File: src/rtl/spi_xfer_scheduler.sv
// Transaction controller and round-robin arbiter for a 1-master, 3-slave SPI shift datapath.
// It grants one requester at a time, strobes the datapath load, and then drives that requester's
// slave select for SHIFT_LEN cycles. It then captures the returned byte and pulses ack.
module spi_xfer_scheduler #(
    parameter int unsigned SHIFT_LEN = 8,
    parameter int unsigned CNT_W     = 4
) (
    input  logic       clk,
    input  logic       rst_n,
    input  logic [2:0] req,
    input  logic [7:0] tx_data0,
    input  logic [7:0] tx_data1,
    input  logic [7:0] tx_data2,
    input  logic       abort,
    input  logic [7:0] dp_master_data,
    output logic       dp_load,
    output logic [7:0] dp_data,
    output logic       dp_ss0,
    output logic       dp_ss1,
    output logic       dp_ss2,
    output logic       busy,
    output logic [2:0] ack,
    output logic [7:0] rx_data
);

    typedef enum logic [2:0] {
        StIdle,
        StLoad,
        StShift,
        StCapt,
        StAck
    } state_e;

    localparam logic [CNT_W-1:0] LastCnt = CNT_W'(SHIFT_LEN - 1);

    state_e           state_q, state_d;
    logic [1:0]       grant_q, grant_d;
    logic [1:0]       ptr_q, ptr_d;
    logic [CNT_W-1:0] cnt_q, cnt_d;
    logic [7:0]       data_q, data_d;
    logic [7:0]       rx_q, rx_d;

    logic       arb_valid;
    logic [1:0] arb_idx;
    logic [7:0] arb_tx;

    // Round-robin search starting one past the last grant (pointer), wrapping mod 3.
    always_comb begin
        arb_valid = 1'b0;
        arb_idx   = 2'd0;
        for (int i = 1; i <= 3; i++) begin
            int cand;
            cand = (int'(ptr_q) + i) % 3;
            if (!arb_valid && req[cand]) begin
                arb_valid = 1'b1;
                arb_idx   = 2'(cand);
            end
        end
        unique case (arb_idx)
            2'd0:    arb_tx = tx_data0;
            2'd1:    arb_tx = tx_data1;
            default: arb_tx = tx_data2;
        endcase
    end

    // Next-state: sequence LOAD -> SHIFT x SHIFT_LEN -> CAPT -> ACK; abort cancels before ACK.
    always_comb begin
        state_d = state_q;
        grant_d = grant_q;
        ptr_d   = ptr_q;
        cnt_d   = cnt_q;
        data_d  = data_q;
        rx_d    = rx_q;
        unique case (state_q)
            StIdle: begin
                if (arb_valid) begin
                    state_d = StLoad;
                    grant_d = arb_idx;
                    ptr_d   = arb_idx;
                    data_d  = arb_tx;
                end
            end
            StLoad: begin
                cnt_d   = '0;
                state_d = abort ? StIdle : StShift;
            end
            StShift: begin
                cnt_d = cnt_q + CNT_W'(1);
                if (abort) begin
                    state_d = StIdle;
                end else if (cnt_q == LastCnt) begin
                    state_d = StCapt;
                end
            end
            StCapt: begin
                if (abort) begin
                    state_d = StIdle;
                end else begin
                    rx_d    = dp_master_data;
                    state_d = StAck;
                end
            end
            StAck: begin
                state_d = StIdle;
            end
            default: begin
                state_d = StIdle;
            end
        endcase
    end

    // State registers; reset leaves requester 0 first in line (pointer = 2).
    always_ff @(posedge clk or negedge rst_n) begin
        if (!rst_n) begin
            state_q <= StIdle;
            grant_q <= 2'd0;
            ptr_q   <= 2'd2;
            cnt_q   <= '0;
            data_q  <= 8'h00;
            rx_q    <= 8'h00;
        end else begin
            state_q <= state_d;
            grant_q <= grant_d;
            ptr_q   <= ptr_d;
            cnt_q   <= cnt_d;
            data_q  <= data_d;
            rx_q    <= rx_d;
        end
    end

    // Outputs decoded only from registered state, so req/abort never reach them combinationally.
    always_comb begin
        dp_load = (state_q == StLoad);
        dp_ss0  = (state_q == StShift) && (grant_q == 2'd0);
        dp_ss1  = (state_q == StShift) && (grant_q == 2'd1);
        dp_ss2  = (state_q == StShift) && (grant_q == 2'd2);
        busy    = (state_q != StIdle);
        ack     = 3'b000;
        if (state_q == StAck) begin
            ack[grant_q] = 1'b1;
        end
        dp_data = data_q;
        rx_data = rx_q;
    end

endmodule

File: config.mk
export PLATFORM = sky130hd
export DESIGN_NAME = spi_xfer_scheduler
export DESIGN_NICKNAME = d
export VERILOG_FILES = /design/src/rtl/spi_xfer_scheduler.sv
export SDC_FILE = /design/constraint.sdc
export NUM_CORES = 1
export LEC_CHECK = 0
export ABC_CLOCK_PERIOD_IN_PS = 2310
export CORE_MARGIN = 2
export CORE_UTILIZATION = 50
export DETAILED_ROUTE_END_ITERATION = 8
export DONT_BUFFER_PORTS = 1
export PLACE_DENSITY_LB_ADDON = 0.08
export SETUP_SLACK_MARGIN = 0.4
export SLEW_MARGIN = 30
export SYNTH_ARGS = -nofsm -noshare
export SYNTH_HDL_FRONTEND = slang
export SYNTH_SLANG_ARGS = --single-unit
File: constraint.sdc
create_clock -name clk -period 2.31 [get_ports clk]
set_clock_uncertainty 0.1 [all_clocks]
set_input_delay 0.462 -clock clk [delete_from_list [all_inputs] [get_ports clk]]
set_output_delay 0.462 -clock clk [all_outputs]
set_load 0.02 [all_outputs]
==> results of run 1 <==
-- cell usage after synthesis (2+ instances only) --
master                     number  share of area, %
sky130_fd_sc_hd__a21oi_1       12               3.7
sky130_fd_sc_hd__a22oi_2        8               6.2
sky130_fd_sc_hd__a31oi_1        9               3.5
sky130_fd_sc_hd__clkbuf_1       6               1.4
sky130_fd_sc_hd__dfrtp_1       25                39
sky130_fd_sc_hd__ha_1           5               3.9
sky130_fd_sc_hd__inv_1          5               1.2
sky130_fd_sc_hd__mux2_2         9               6.3
sky130_fd_sc_hd__nand2_1       17               4.0
sky130_fd_sc_hd__nand3_1        3              0.93
sky130_fd_sc_hd__nand4_1        2              0.78
sky130_fd_sc_hd__nand4b_1      10               5.4
sky130_fd_sc_hd__nor2_1         3              0.70
sky130_fd_sc_hd__nor2b_1        8               3.1
sky130_fd_sc_hd__nor3_1         9               2.8
sky130_fd_sc_hd__nor3b_1        2              0.93
sky130_fd_sc_hd__o21ai_0       10               3.1
sky130_fd_sc_hd__o22ai_1        2              0.78
-- layout by cell type, fill, tap and decap left out, drive strengths merged, types with 2 or more instances in the layout --
cell type / instances
nand2: 17
a21oi: 12
o21ai: 11
nor3b: 2
o22ai: 2
nand3: 3
mux2: 9
nand4b: 10
clkbuf: 3
ha: 5
o21a: 2
a31o: 2
inv: 5
dfrtp: 25
nand4: 2
nor2b: 8
a31oi: 9
a22oi: 8
buf: 45
nor3: 9
nor2: 4
-- stage by stage --
stage / std cells / area [µm²] / utilization, % / hold WS [ps] / power (mW)
2_1_floorplan: 166 / 1670 / - / 66.4 / 2.26
3_3_place_gp: 212 / 1750 / 57.3 / 67.2 / 2.51
3_5_place_dp: 212 / 1750 / 57.3 / 67.2 / 2.56
4_1_cts: 239 / 2180 / 71.5 / 77.1 / 3.46
5_1_grt: 253 / 2410 / 78.9 / 53.1 / 4.15
6_report: 253 / 2410 / 78.9 / 89.1 / 3.92
-- worst max-delay path by stage --
stage / startpoint / to / slack (ps) / cells after the start
detailed placement: ptr_q[1] / dp_data[5] / 30 / 7
CTS: grant_q[0] / dp_data[7] / 70 / 7
finish: grant_q[0] / dp_data[7] / 120 / 7
floorplan: ptr_q[1] / dp_data[0] / 180 / 8
global placement: ptr_q[1] / dp_data[1] / 110 / 7
global route: grant_q[0] / dp_data[5] / 60 / 7
-- sequential cells by signal, summed over array words and instances, names as in the netlist --
signal and cells:
dp_data 8, rx_data 8, cnt_q 4, state_q 3, grant_q 2, ptr_q 1
-- power breakdown --
part	internal, mW	switching [mW]
sequential	0.672	0.389
combinational	1.27	1.27
clock	0.175	0.135
-- cells by family after synthesis --
family | Yosys count
AOI/OAI and AO/OA | 48
xor gates and xnor gates | 1
adders and majority gates | 5
buffers and inverters | 14
DFF | 26
muxes | 10
and+or+nand+nor | 62
-- repair_timing --
action                                  4_1_cts  5_1_grt
hold buffers                                  2        0
endpoints found under the setup margin       20       20
resized for setup                            46       27
setup buffers                                18       14
cloned                                        3        0
hold endpoints to repair                     26        0
pin swaps                                    17       23
-- routing by layer --
metal / global-route usage [%] / vias up / part of all wire [%]
li1: - / 718 / -
met1: 33.6 / 749 / 41
met5: 0 / - / 0
met3: 4.05 / 6 / 6.5
met4: 2.80 / 0 / 1.1
met2: 44.2 / 54 / 51
-- layout make-up --
class                      instances  area share, %
clock buffer                       3          0.935
inverter                           5          0.987
multi-input combinational        128           50.6
clock inverter                     1           1.25
tap                               44           2.28
sequential                        26           27.3
timing repair buffer              46           16.7
==> impl_metrics.xml, run 1 <==
<?xml version="1.0" encoding="UTF-8"?>
<metrics>
  <group name="status">
    <metric name="outcome" unit="">complete, no violations</metric>
  </group>
  <group name="placement">
    <metric name="place.gp.congestion" unit="">0.789</metric>
    <metric name="dp_hpwl" unit="µm">2680</metric>
    <metric name="port-buffer-count" unit="">0</metric>
    <metric name="place_worst_setup_slack" unit="ps">27.9</metric>
  </group>
  <group name="timing">
    <metric name="timing_worst_slew_pin_value" unit="ps">481</metric>
    <metric name="report.final.setup_viol" unit="">0</metric>
    <metric name="period_needed" unit="ps">2190</metric>
    <metric name="clock.fmax" unit="GHz">0.457</metric>
    <metric name="finalWorstSetupSlack" unit="ps">123</metric>
    <metric name="relSlewSlack" unit="%">67.9</metric>
    <metric name="setup_repair_after_global_routing_missed_its_margin" unit="">yes</metric>
    <metric name="final.period_utilization" unit="%">94.7</metric>
    <metric name="tns" unit="ps">0</metric>
    <metric name="finalHoldViolCount" unit="">0</metric>
    <metric name="slew_viol_final" unit="">0</metric>
  </group>
  <group name="setup_path">
    <metric name="cp.buffers_inverters" unit="">1</metric>
    <metric name="crit_type" unit="">flop to flop</metric>
    <metric name="worst_setup_path_end_kind" unit="">flop</metric>
    <metric name="critical_path.startpoint_type" unit="">flop</metric>
    <metric name="crit_required" unit="ps">2460</metric>
    <metric name="worstPathCellList" unit="">inv_4 -&gt; ha_4 -&gt; or4b_4 -&gt; o311ai_4 -&gt; o21a_4 -&gt; a22oi_2 -&gt; a31oi_1</metric>
    <metric name="family_with_the_most_delay_on_the_worst_path" unit="">compound AO/OA/AOI/OAI gates</metric>
    <metric name="timing.reg2reg.worst_path_depth" unit="">7</metric>
    <metric name="reg2reg_from" unit="">grant_q[0]</metric>
    <metric name="critPathMaxFanout" unit="">5</metric>
    <metric name="setup.reg_to_reg.worst_slack" unit="ps">120</metric>
    <metric name="worstPathArrival" unit="ps">2330</metric>
    <metric name="reg2reg_to" unit="">dp_data[7]</metric>
    <metric name="slowest_delay" unit="ps">520</metric>
    <metric name="crit_slowest_cell" unit="">sky130_fd_sc_hd__or4b_4</metric>
  </group>
  <group name="clocking">
    <metric name="clk_latency" unit="ps">310</metric>
    <metric name="clock_sink_count" unit="">26</metric>
    <metric name="clockBufferDepth" unit="">2</metric>
    <metric name="cts_made_buffers" unit="">3</metric>
    <metric name="cts_root_buf" unit="">sky130_fd_sc_hd__clkbuf_4</metric>
    <metric name="h-tree-depth" unit="">1</metric>
    <metric name="cts_tree" unit="">built</metric>
    <metric name="clock_transition_at_the_registers_of_the_reported_paths" unit="ps">150</metric>
  </group>
  <group name="power">
    <metric name="leakagePower" unit="nW">0.967</metric>
    <metric name="power.density_cell_area" unit="nW/µm²">1630</metric>
    <metric name="irDropWorstVdd" unit="mV">0.827</metric>
  </group>
  <group name="final_layout">
    <metric name="finish.net_count" unit="">253</metric>
    <metric name="multi_input_comb_area" unit="µm²">1220</metric>
    <metric name="sequential_cell_area" unit="µm²">657</metric>
    <metric name="n_fill_cell" unit="">192</metric>
    <metric name="area.growth.synth_to_final" unit="%">49.8</metric>
    <metric name="n_antenna_cell" unit="">0</metric>
    <metric name="drive_gt1_share" unit="%">56.9</metric>
  </group>
  <group name="floorplanning">
    <metric name="die-area" unit="µm²">3690</metric>
    <metric name="floorplan.initialDensity" unit="%">52.7</metric>
    <metric name="chipWidth" unit="µm">60.7</metric>
    <metric name="core_footprint" unit="µm²">3050</metric>
    <metric name="i_o_pins" unit="">62</metric>
    <metric name="floorplan.rows" unit="">20</metric>
    <metric name="die_h" unit="µm">60.7</metric>
  </group>
  <group name="synthesis">
    <metric name="synth_edf_count" unit="">0</metric>
    <metric name="synth_adder_area_share" unit="%">3.89</metric>
    <metric name="ys_async_sr_fraction" unit="%">100</metric>
    <metric name="synth_xor_area_share" unit="%">0.544</metric>
    <metric name="ys_seq_area_share" unit="%">40.5</metric>
    <metric name="mappedNetlistArea" unit="µm²">1610</metric>
    <metric name="synth_warnings" unit="">0</metric>
    <metric name="synth_simple_gate_area_share" unit="%">22.6</metric>
    <metric name="dominant_combinational_cell_family_by_area_after_synthesis" unit="">simple AND/OR/NAND/NOR gates</metric>
    <metric name="synth_seq_cells" unit="">26</metric>
    <metric name="mapped_avg_cell_area" unit="µm²">9.69</metric>
    <metric name="muxShareOfSynthArea" unit="%">6.92</metric>
    <metric name="cell_count_after_synthesis" unit="">166</metric>
    <metric name="synth_top_flop_cell" unit="">sky130_fd_sc_hd__dfrtp_1</metric>
    <metric name="syn-num-nets" unit="">209</metric>
    <metric name="netlist-cell-type-count" unit="">39</metric>
    <metric name="synth-compound-area-share" unit="%">21.5</metric>
  </group>
  <group name="flow_run">
    <metric name="number_of_max_capacitance_violations_reported" unit="">0</metric>
  </group>
  <group name="global_routing">
    <metric name="grt_antenna_before_repair" unit="">0</metric>
    <metric name="grt-ovfl-total" unit="">0</metric>
    <metric name="vias_in_the_first_global_route" unit="">1489</metric>
    <metric name="grt_pass1_wl" unit="µm">6950</metric>
    <metric name="grt_max_degree" unit="">27</metric>
    <metric name="global_route.usage.total" unit="%">25.1</metric>
  </group>
  <group name="worst_hold_path">
    <metric name="min-delay-path-class" unit="">input port to flop</metric>
    <metric name="hold_start" unit="">abort</metric>
    <metric name="min_delay_path_depth" unit="">1</metric>
    <metric name="hold_path_end" unit="">state_q[1]</metric>
  </group>
  <group name="routing">
    <metric name="drtAntennaViolNets" unit="">0</metric>
    <metric name="drt_wl_total" unit="µm">4660</metric>
    <metric name="drt_pre_antenna_iters" unit="">4</metric>
    <metric name="via_count" unit="">1527</metric>
    <metric name="initialDrtViolationCount" unit="">84</metric>
    <metric name="route.detailed.drc" unit="">0</metric>
    <metric name="wl_per_cell" unit="µm">18.4</metric>
    <metric name="vias_per_cell" unit="">6.04</metric>
  </group>
</metrics>
No activity file was read; power rests on OpenSTA's default activity.
==> run 2: changes to the inputs <==
- HOLD_SLACK_MARGIN: default -> 0.1
==> run 2 against run 1 <==
Via count increased by 0.79%. Core utilization increased by 0.33 points. Critical endpoint unchanged. Worst setup slack improved by 0.66 ps. Die area stayed put. Clock-buffer cell count unchanged.
==> impl_metrics.xml, run 2 (synthesis results as in run 1) <==
<?xml version="1.0" encoding="UTF-8"?>
<metrics>
  <group name="status">
    <metric name="outcome" unit="">complete, no violations</metric>
  </group>
  <group name="routing">
    <metric name="wl_per_cell" unit="µm">18.5</metric>
    <metric name="initialDrtViolationCount" unit="">83</metric>
    <metric name="drt_pre_antenna_iters" unit="">4</metric>
    <metric name="drtAntennaViolNets" unit="">0</metric>
    <metric name="route.detailed.drc" unit="">0</metric>
    <metric name="drt_wl_total" unit="µm">4700</metric>
    <metric name="via_count" unit="">1539</metric>
    <metric name="vias_per_cell" unit="">6.06</metric>
  </group>
  <group name="flow_run">
    <metric name="number_of_max_capacitance_violations_reported" unit="">0</metric>
  </group>
  <group name="global_routing">
    <metric name="vias_in_the_first_global_route" unit="">1492</metric>
    <metric name="grt_antenna_before_repair" unit="">0</metric>
    <metric name="global_route.usage.total" unit="%">25.1</metric>
    <metric name="grt_pass1_wl" unit="µm">6960</metric>
    <metric name="grt-ovfl-total" unit="">0</metric>
    <metric name="grt_max_degree" unit="">27</metric>
  </group>
  <group name="floorplanning">
    <metric name="die_h" unit="µm">60.7</metric>
    <metric name="core_footprint" unit="µm²">3050</metric>
    <metric name="die-area" unit="µm²">3690</metric>
    <metric name="floorplan.initialDensity" unit="%">52.7</metric>
    <metric name="floorplan.rows" unit="">20</metric>
    <metric name="i_o_pins" unit="">62</metric>
    <metric name="chipWidth" unit="µm">60.7</metric>
  </group>
  <group name="setup_path">
    <metric name="worstPathArrival" unit="ps">2330</metric>
    <metric name="critical_path.startpoint_type" unit="">flop</metric>
    <metric name="family_with_the_most_delay_on_the_worst_path" unit="">compound AO/OA/AOI/OAI gates</metric>
    <metric name="crit_type" unit="">flop to flop</metric>
    <metric name="worstPathCellList" unit="">inv_4 -&gt; ha_4 -&gt; or4b_4 -&gt; o311ai_4 -&gt; o21a_4 -&gt; a22oi_2 -&gt; a31oi_1</metric>
    <metric name="cp.buffers_inverters" unit="">1</metric>
    <metric name="critPathMaxFanout" unit="">5</metric>
    <metric name="slowest_delay" unit="ps">520</metric>
    <metric name="crit_slowest_cell" unit="">sky130_fd_sc_hd__or4b_4</metric>
    <metric name="worst_setup_path_end_kind" unit="">flop</metric>
    <metric name="crit_required" unit="ps">2460</metric>
  </group>
  <group name="clocking">
    <metric name="clock_sink_count" unit="">26</metric>
    <metric name="cts_tree" unit="">built</metric>
    <metric name="clock_transition_at_the_registers_of_the_reported_paths" unit="ps">150</metric>
    <metric name="h-tree-depth" unit="">1</metric>
    <metric name="clockBufferDepth" unit="">2</metric>
    <metric name="cts_root_buf" unit="">sky130_fd_sc_hd__clkbuf_4</metric>
    <metric name="cts_made_buffers" unit="">3</metric>
    <metric name="clk_latency" unit="ps">310</metric>
  </group>
  <group name="timing">
    <metric name="period_needed" unit="ps">2190</metric>
    <metric name="final.period_utilization" unit="%">94.6</metric>
    <metric name="report.final.setup_viol" unit="">0</metric>
    <metric name="tns" unit="ps">0</metric>
    <metric name="slew_viol_final" unit="">0</metric>
    <metric name="finalHoldViolCount" unit="">0</metric>
    <metric name="relSlewSlack" unit="%">67.9</metric>
    <metric name="clock.fmax" unit="GHz">0.457</metric>
    <metric name="timing_worst_slew_pin_value" unit="ps">481</metric>
    <metric name="setup_repair_after_global_routing_missed_its_margin" unit="">yes</metric>
    <metric name="finalWorstSetupSlack" unit="ps">124</metric>
  </group>
  <group name="final_layout">
    <metric name="drive_gt1_share" unit="%">56.7</metric>
    <metric name="mostFrequentLayoutCell" unit="">sky130_fd_sc_hd__buf_4</metric>
    <metric name="finish.cell_count_without_fillers" unit="">254</metric>
    <metric name="area.growth.synth_to_final" unit="%">50.4</metric>
    <metric name="n_fill_cell" unit="">191</metric>
    <metric name="finish.net_count" unit="">254</metric>
    <metric name="n_antenna_cell" unit="">0</metric>
    <metric name="layout.cells.most_common_list" unit="">sky130_fd_sc_hd__buf_4 (33), sky130_fd_sc_hd__dfrtp_1 (21), sky130_fd_sc_hd__nand2_1 (14)</metric>
  </group>
  <group name="placement">
    <metric name="place.gp.congestion" unit="">0.789</metric>
    <metric name="port-buffer-count" unit="">0</metric>
    <metric name="dp_hpwl" unit="µm">2680</metric>
    <metric name="place_worst_setup_slack" unit="ps">27.9</metric>
    <metric name="number_of_placed_cells_counting_well_taps" unit="">212</metric>
  </group>
  <group name="worst_hold_path">
    <metric name="min-delay-path-class" unit="">input port to flop</metric>
  </group>
  <group name="power">
    <metric name="leakagePower" unit="nW">0.971</metric>
    <metric name="power_frac_comb" unit="%">65.1</metric>
    <metric name="power_report.internal_total" unit="mW">2.12</metric>
    <metric name="power.density_cell_area" unit="nW/µm²">1620</metric>
    <metric name="share_seq_of_total_power" unit="%">27.0</metric>
    <metric name="sw_frac_of_total" unit="%">46.0</metric>
    <metric name="irDropWorstVdd" unit="mV">0.829</metric>
    <metric name="power.net_switching" unit="mW">1.80</metric>
    <metric name="report.power.total" unit="mW">3.93</metric>
    <metric name="proportion_of_power_drawn_by_the_clock_network" unit="%">7.9</metric>
  </group>
</metrics>
-- run 2: cell types whose count changed in the layout (fill, tap and decap cells not counted) --
cell	delta
sky130_fd_sc_hd__dlygate4sd3_1	+1
-- run 2: final timing paths --
kind / to / cells past startpoint / startpoint / slack (ps)
setup / recovery: dp_data[7] / 7 / grant_q[0] / 120
min in group asynchronous: grant_q[0] / 2 / rst_n / 460
hold reg to reg: ptr_q[1] / 2 / ptr_q[1] / 480
setup reg to reg: dp_data[7] / 7 / grant_q[0] / 120
max in group asynchronous: ptr_q[1] / 2 / rst_n / 1420
hold / removal: rx_data[1] / 1 / dp_master_data[1] / 190
-- run 2: area by class of cell --
class	count	area (µm²)	area share [%]
clock inverters	1	30.0	1.24
multi-input cells	128	1220	50.4
flip-flops and latches	26	657	27.1
well taps	44	55.1	2.28
inverters	5	23.8	0.982
clock buffers	3	22.5	0.931
repair buffers	47	412	17.0
-- run 2: metrics by stage --
stage | utilization [%] | area (µm²) | hold WS [ps]
global route | 79.3 | 2420 | 155
global placement | 57.3 | 1750 | 67.2
floorplan | - | 1670 | 66.4
CTS | 71.8 | 2190 | 173
finish | 79.3 | 2420 | 186
detailed placement | 57.3 | 1750 | 67.2
-- run 2: what timing repair did --
item	in CTS	in global routing
hold buffers	3	0
endpoints found under the setup margin	20	20
setup buffers	18	14
gates resized for setup	46	27
pin swaps	17	23
gates cloned	3	0
hold endpoints to repair	27	0
-- run 2: per-layer routing --
layer	global-route usage [%]	wire length, µm
met1	33.8	1980
met2	44.2	2360
met3	4.05	277
met4	2.80	68
met5	0	0
-- run 2: power by group through the flow --
stage          clock network [mW]  registers [mW]  logic (mW)
6_report                    0.311            1.06        2.55
5_1_grt                     0.339            1.09        2.72
4_1_cts                     0.320            1.06        2.09
3_5_place_dp                    0            1.06        1.51
3_3_place_gp                    0            1.05        1.46
2_1_floorplan                   0           0.987        1.27
